--- src/rtl/vxc_row_fetch_pkg.sv ---
// Chunk geometry and fetch FSM encoding shared by the row fetcher and the
// complex vector-times-constant compute stage.
package vxc_row_fetch_pkg;

    localparam int unsigned VXC_NUM_EQ = 19;
    localparam int unsigned VXC_NI     = 8;
    localparam int unsigned VXC_ELEM_W = 64;
    localparam int unsigned VXC_ADDR_W = 10;

    typedef enum logic [1:0] {
        ST_IDLE,
        ST_FILL,
        ST_PRESENT,
        ST_DONE
    } fetch_state_e;

    function automatic int unsigned num_chunks(input int unsigned n, input int unsigned ni);
        return (n + ni - 1) / ni;
    endfunction

endpackage

--- src/rtl/vxc_lane_packer.sv ---
// NI lane registers for one row; read data lands in the lane that was issued
// one cycle earlier, and a clear zeroes every lane so untouched lanes read as padding.
module vxc_lane_packer
    import vxc_row_fetch_pkg::*;
#(
    parameter int unsigned NI     = VXC_NI,
    parameter int unsigned ELEM_W = VXC_ELEM_W,
    parameter int unsigned LW     = 4
) (
    input  logic                   clk,
    input  logic                   rst_ni,
    input  logic                   clear_i,
    input  logic                   issue_i,
    input  logic [LW-1:0]          issue_lane_i,
    input  logic [ELEM_W-1:0]      rdata_i,
    output logic [NI*ELEM_W-1:0]   lanes_o
);

    logic                 pend_q;
    logic [LW-1:0]        pend_lane_q;
    logic [NI*ELEM_W-1:0] lanes_q;

    always_ff @(posedge clk) begin
        if (!rst_ni) begin
            pend_q      <= 1'b0;
            pend_lane_q <= '0;
            lanes_q     <= '0;
        end else begin
            pend_q      <= issue_i;
            pend_lane_q <= issue_lane_i;
            if (clear_i) begin
                lanes_q <= '0;
            end else if (pend_q) begin
                for (int unsigned j = 0; j < NI; j++) begin
                    if (pend_lane_q == LW'(j)) begin
                        lanes_q[j*ELEM_W +: ELEM_W] <= rdata_i;
                    end
                end
            end
        end
    end

    assign lanes_o = lanes_q;

endmodule

--- src/rtl/vxc_row_fetch.sv ---
// Fetches both operand rows element-by-element, packs them into NI-lane chunks
// with zero padding, and hands each chunk pair to the compute stage via valid/ready.
module vxc_row_fetch
    import vxc_row_fetch_pkg::*;
#(
    parameter int unsigned NUM_EQ = VXC_NUM_EQ,
    parameter int unsigned NI     = VXC_NI,
    parameter int unsigned ELEM_W = VXC_ELEM_W,
    parameter int unsigned ADDR_W = VXC_ADDR_W
) (
    input  logic                  clk,
    input  logic                  reset,
    input  logic                  start,
    input  logic [ADDR_W-1:0]     base_a,
    input  logic [ADDR_W-1:0]     base_b,
    output logic                  mem_a_re,
    output logic                  mem_b_re,
    output logic [ADDR_W-1:0]     mem_a_addr,
    output logic [ADDR_W-1:0]     mem_b_addr,
    input  logic [ELEM_W-1:0]     mem_a_rdata,
    input  logic [ELEM_W-1:0]     mem_b_rdata,
    output logic [NI*ELEM_W-1:0]  first_row_plus_additional,
    output logic [NI*ELEM_W-1:0]  second_row_plus_additional,
    output logic                  chunk_valid,
    input  logic                  chunk_ready,
    output logic [31:0]           chunk_idx,
    output logic                  busy,
    output logic                  done
);

    localparam int unsigned CHUNKS = num_chunks(NUM_EQ, NI);
    localparam int unsigned LCW    = $clog2(NI + 2);

    fetch_state_e      state_q;
    logic [31:0]       chunk_cnt_q;
    logic [LCW-1:0]    lane_cnt_q;
    logic [ADDR_W-1:0] base_a_q, base_b_q;
    logic [ADDR_W-1:0] addr_a_q, addr_b_q;
    logic              re_q;
    logic [LCW-1:0]    re_lane_q;
    logic              chunk_valid_q, busy_q, done_q;

    logic              accept_d, last_chunk_d, fill_start_d, issue_d;
    logic [31:0]       issue_chunk_d, issue_k_d;
    logic [LCW-1:0]    issue_lane_d;
    logic [ADDR_W-1:0] issue_base_a_d, issue_base_b_d;

    // The lane issued on the edge that enters FILL is lane 0, so the
    // registered read strobe lines up with the cycle the state says FILL.
    always_comb begin
        accept_d       = (state_q == ST_PRESENT) && chunk_valid_q && chunk_ready;
        last_chunk_d   = (chunk_cnt_q == 32'(CHUNKS - 1));
        fill_start_d   = ((state_q == ST_IDLE) && start) || (accept_d && !last_chunk_d);
        issue_d        = fill_start_d || ((state_q == ST_FILL) && (lane_cnt_q < LCW'(NI)));
        issue_chunk_d  = chunk_cnt_q;
        if (state_q == ST_IDLE) begin
            issue_chunk_d = '0;
        end else if (accept_d) begin
            issue_chunk_d = chunk_cnt_q + 32'd1;
        end
        issue_lane_d   = fill_start_d ? '0 : lane_cnt_q;
        issue_k_d      = issue_chunk_d * NI + 32'(issue_lane_d);
        issue_base_a_d = (state_q == ST_IDLE) ? base_a : base_a_q;
        issue_base_b_d = (state_q == ST_IDLE) ? base_b : base_b_q;
    end

    always_ff @(posedge clk) begin
        if (!reset) begin
            state_q       <= ST_IDLE;
            chunk_cnt_q   <= '0;
            lane_cnt_q    <= '0;
            base_a_q      <= '0;
            base_b_q      <= '0;
            addr_a_q      <= '0;
            addr_b_q      <= '0;
            re_q          <= 1'b0;
            re_lane_q     <= '0;
            chunk_valid_q <= 1'b0;
            busy_q        <= 1'b0;
            done_q        <= 1'b0;
        end else begin
            re_q   <= 1'b0;
            done_q <= 1'b0;
            if (issue_d) begin
                re_lane_q <= issue_lane_d;
                if (issue_k_d < NUM_EQ) begin
                    re_q     <= 1'b1;
                    addr_a_q <= issue_base_a_d + issue_k_d[ADDR_W-1:0];
                    addr_b_q <= issue_base_b_d + issue_k_d[ADDR_W-1:0];
                end
            end
            case (state_q)
                ST_IDLE: begin
                    if (start) begin
                        base_a_q    <= base_a;
                        base_b_q    <= base_b;
                        chunk_cnt_q <= '0;
                        lane_cnt_q  <= LCW'(1);
                        busy_q      <= 1'b1;
                        state_q     <= ST_FILL;
                    end
                end
                ST_FILL: begin
                    if (lane_cnt_q == LCW'(NI + 1)) begin
                        chunk_valid_q <= 1'b1;
                        state_q       <= ST_PRESENT;
                    end else begin
                        lane_cnt_q <= lane_cnt_q + LCW'(1);
                    end
                end
                ST_PRESENT: begin
                    if (accept_d) begin
                        chunk_valid_q <= 1'b0;
                        if (last_chunk_d) begin
                            done_q  <= 1'b1;
                            state_q <= ST_DONE;
                        end else begin
                            chunk_cnt_q <= chunk_cnt_q + 32'd1;
                            lane_cnt_q  <= LCW'(1);
                            state_q     <= ST_FILL;
                        end
                    end
                end
                ST_DONE: begin
                    busy_q  <= 1'b0;
                    state_q <= ST_IDLE;
                end
                default: state_q <= ST_IDLE;
            endcase
        end
    end

    vxc_lane_packer #(.NI(NI), .ELEM_W(ELEM_W), .LW(LCW)) u_pack_a (
        .clk          (clk),
        .rst_ni       (reset),
        .clear_i      (fill_start_d),
        .issue_i      (re_q),
        .issue_lane_i (re_lane_q),
        .rdata_i      (mem_a_rdata),
        .lanes_o      (first_row_plus_additional)
    );

    vxc_lane_packer #(.NI(NI), .ELEM_W(ELEM_W), .LW(LCW)) u_pack_b (
        .clk          (clk),
        .rst_ni       (reset),
        .clear_i      (fill_start_d),
        .issue_i      (re_q),
        .issue_lane_i (re_lane_q),
        .rdata_i      (mem_b_rdata),
        .lanes_o      (second_row_plus_additional)
    );

    assign mem_a_re    = re_q;
    assign mem_b_re    = re_q;
    assign mem_a_addr  = addr_a_q;
    assign mem_b_addr  = addr_b_q;
    assign chunk_valid = chunk_valid_q;
    assign chunk_idx   = chunk_cnt_q;
    assign busy        = busy_q;
    assign done        = done_q;

endmodule

--- config.mk ---
export PLATFORM = sky130hd
export DESIGN_NAME = vxc_row_fetch
export DESIGN_NICKNAME = d
export VERILOG_FILES = /design/src/rtl/vxc_row_fetch_pkg.sv /design/src/rtl/vxc_lane_packer.sv /design/src/rtl/vxc_row_fetch.sv
export SDC_FILE = /design/constraint.sdc
export NUM_CORES = 2
export LEC_CHECK = 0
export ABC_AREA = 1
export ABC_CLOCK_PERIOD_IN_PS = 4200
export CAP_MARGIN = 25
export CORE_AREA = 2 2 474 476
export DETAILED_ROUTE_END_ITERATION = 8
export DIE_AREA = 0 0 476 478
export GPL_TIMING_DRIVEN = 1
export PLACE_DENSITY = 0.43
export SLEW_MARGIN = 20
export SYNTH_ARGS = -nofsm -noshare
export SYNTH_HDL_FRONTEND = slang
export SYNTH_HIERARCHICAL = 1
export SYNTH_SLANG_ARGS = --single-unit
--- constraint.sdc ---
create_clock -name clk -period 4.2 [get_ports clk]
set_input_delay 0.84 -clock clk [delete_from_list [all_inputs] [get_ports clk]]
set_output_delay 0.84 -clock clk [all_outputs]
set_load 0.01 [all_outputs]
==> results.sh <==
export IMPL_status="complete, no violations"
export IMPL_crit_path_end="mem_b_addr[9]"
export IMPL_overflow=0
export IMPL_synthFlopType="dfxtp_1"
export IMPL_nFillCells=24300
export IMPL_tns_ns=0
export IMPL_synth_seq_area_share_pct=47.2
export IMPL_syn_to_final_growth_pct=43.3
export IMPL_cp_arrival_ns=4.48
export IMPL_worst_r2r_path_depth=26
export IMPL_final_hold_viol_count=0
export IMPL_setup_worst_path_end_class="flip-flop"
export IMPL_critPathMaxStageDelay_ns=0.35
export IMPL_path_max_fanout=6
export IMPL_hold_ws_ns=0.452
export IMPL_initial_core_util_pct=21.3
export IMPL_ff2ff_setup_slack_ns=0.43
export IMPL_core_area_um2=223000
export IMPL_synth_commonest_cells="2256 x nor2_1, 2211 x nand2_1, 1120 x dfxtp_1"
export IMPL_finalNetCount=8467
export IMPL_drtPass1Iterations=6
export IMPL_syn_avg_cell_area_um2=6.61
export IMPL_ios=1233
export IMPL_utilization_pct=30.5
export IMPL_fin_skew_ns=0.0595
export IMPL_cts_made_buffers=142
export IMPL_synth_cell_types=42
export IMPL_post_cts_buffers=0
export IMPL_hold_class="reg -> reg"
export IMPL_fin_crit_sh_pct=89.7
export IMPL_worst_skew_pair_late_latency_ns=0.78
export IMPL_hpwl_um=189000
export IMPL_drc=0
export IMPL_criticalPathCategory="reg -> reg"
export IMPL_ys_async_sr_fraction_pct=0
export IMPL_cp_depth=26
export IMPL_fin_ws_ns=0.431
export IMPL_h_tree_depth=4
export IMPL_post_place_ws_ns=0.0307
export IMPL_root_buffer="clkbuf_16"
export IMPL_timing_fmax_mhz=265
export IMPL_yosysTopAreaCell="dfxtp_1"
export IMPL_required_ns=4.91
export IMPL_synth_edf_count=0
export IMPL_clock_sinks=1120
export IMPL_maxSlewViolCount=0
export IMPL_cts_buffer_depth=3
export IMPL_crit_start="chunk_idx[0]"
export IMPL_synthCells=7183
export IMPL_drive_gt1_share_pct=5.69
export IMPL_cpMostUsedCell="nand2_1"
export IMPL_start_kind="flip-flop"
export IMPL_cts_tree="yes"
export IMPL_grt_max_degree=130
export IMPL_max_slew_margin_rel_pct=29.6
export IMPL_reg2reg_to="mem_b_addr[9]"
export IMPL_row_count=174
export IMPL_cap_violations=0
export IMPL_ant_nets=0
export IMPL_globalplace_congestion=0.881
export IMPL_grtUsageTotal_pct=21.1
export IMPL_yosysMostFrequentCell="nor2_1"
export IMPL_vias=48800
export IMPL_die_x_um=476
export IMPL_antenna_found_initial=20
export IMPL_r2r_start="chunk_idx[0]"
export IMPL_yosys_warnings=6
export IMPL_clk_pin_slew_ns=0.05
export IMPL_grt_pass1_vias=45800
export IMPL_netlist_area_um2=47500
export IMPL_p_per_area_nw_per_um2=392
export IMPL_ir_worst_vdd_mv=0.370
export IMPL_yosys_top_cells_area="dfxtp_1 47%, nor2_1 18%, nand2_1 17%"
export IMPL_grt_pass1_wl_um=348000
export IMPL_rsz0062_at_grt="false"
export IMPL_slowest_stage="dfxtp_1"
export IMPL_critPathTopFamily="simple AND/OR/NAND/NOR gates"
export IMPL_path_buf_inv=3
export IMPL_synthesis_nets=7361
export IMPL_netlist_area_leader_share_pct=47.2
export IMPL_io_buffers=1232
export IMPL_vias_per_cell=4.28
export IMPL_period_needed_ns=3.77
export IMPL_worst_slew_pin_slew_ns=1.05
export IMPL_ys_ff_latch=1120
export IMPL_wire_per_inst_um=22.0
export IMPL_drt_iter0_markers=3168
export IMPL_wirelength_um=251000
export IMPL_setup_viol=0
export IMPL_die_y_um=478
export IMPL_p_leak_nw=27.3
export IMPL_design_die_area_um2=228000
==> worst register-to-register path, delay by kind of cell, from the launching register on <==
| kind | cells | cell delay [ns] |
|---|---|---|
| simple gates | 14 | 1.16 |
| fa+ha+maj | 4 | 1.02 |
| compound gates | 4 | 0.77 |
| flops | 1 | 0.35 |
| buf+inv | 3 | 0.26 |
| xor+xnor | 1 | 0.14 |
==> area by class of cell <==
| type | instances | area, um^2 | area share (%) |
|---|---|---|---|
| multi-input combinational | 5114 | 21200 | 31.1 |
| sequential | 1120 | 22400 | 33.0 |
| tap | 2992 | 3740 | 5.50 |
| inverter | 522 | 1960 | 2.88 |
| antenna | 6 | 15.0 | 0.0221 |
| clock buffer | 215 | 4230 | 6.21 |
| timing repair buffer | 1389 | 13900 | 20.5 |
| clock inverter | 39 | 612 | 0.899 |
==> worst min path at each step <==
stage / from / end / depth (start not counted)
floorplan: re_lane_q[0] / u_pack_a/pend_lane_q[0] / 2
global placement: re_lane_q[3] / re_lane_q[3] / 2
detailed placement: re_lane_q[3] / re_lane_q[3] / 2
CTS: re_lane_q[3] / re_lane_q[3] / 2
global route: re_lane_q[3] / re_lane_q[3] / 2
finish: re_lane_q[3] / re_lane_q[3] / 2
==> power by group <==
part | internal [mW] | total (mW) | switching (mW)
logic | 1.01 | 3.00 | 1.99
registers | 10.8 | 11.0 | 0.183
clock network | 7.39 | 12.7 | 5.30
==> logic make-up after synthesis <==
family	count (synthesis)	synth area share, %
AND/OR/NAND/NOR	4928	41.5
buffers and inverters	949	8.59
AO/OA/AOI/OAI	138	1.60
adder cells (fa/ha/maj)	26	0.716
XOR/XNOR	22	0.406
flip-flops	1120	47.2
==> layer usage <==
metal | GRT usage, % | vias up | routed length, um
met5 | 0 | - | 142
met2 | 35.7 | 1602 | 118000
met3 | 7.40 | 308 | 22800
met1 | 24.7 | 23000 | 101000
met4 | 7.16 | 22 | 9000
li1 | - | 23900 | -
==> state kept, by name, indices dropped and copies added (netlist names), 10 cells and up <==
name              flops
chunk_idx            32
base_b_q             10
mem_a_addr           10
base_a_q             10
u_pack_b/lanes_o    512
u_pack_a/lanes_o    512
mem_b_addr           10
==> what timing repair did <==
action / CTS / global route
endpoints found under the setup margin: 0 / 20
hold buffers: 0 / 0
resized for setup: 0 / 3
==> cells in the final DEF (no fill, tap or decap), types with 4 or more instances in the layout <==
cell             synthesis  final
clkinv_2                 0     15
nor2_4                  20     35
nand2_2                 10     10
nand3_1                106    102
clkinv_16                0      7
dfxtp_1               1120   1118
xor2_1                  13     13
clkdlybuf4s50_1          0   1231
clkbuf_8                 0     40
nor4_1                   4      4
inv_1                  511    510
xnor2_1                  9      9
nand2_1               2211   2211
clkbuf_16                0    142
nor2_1                2256   2245
nand3_4                  0      4
clkbuf_1                59     33
o21ai_1                  4      4
inv_2                   10     11
buf_12                   0     34
nor3_1                  10     10
a21oi_1                 69     69
o21ai_0                 41     41
nor2_2                  14     10
nor3b_1                  4      4
buf_4                   24    123
nand3_2                  6      6
nand4_1                274    274
clkinv_8                 0      4
bufinv_16                0      6
a21oi_2                  7      7
ha_1                    24     24
diode_2                  0      6
==> through the flow <==
step	instances	instance area [um^2]	total power, mW
final	11400	68100	26.7
after global routing	11400	68100	27.8
after CTS	11400	68000	27.1
after detailed placement	11100	63200	14.2
after global placement	11100	63200	14.3
after floorplan	7183	47500	12.8
(Power assumes the default switching activity.)
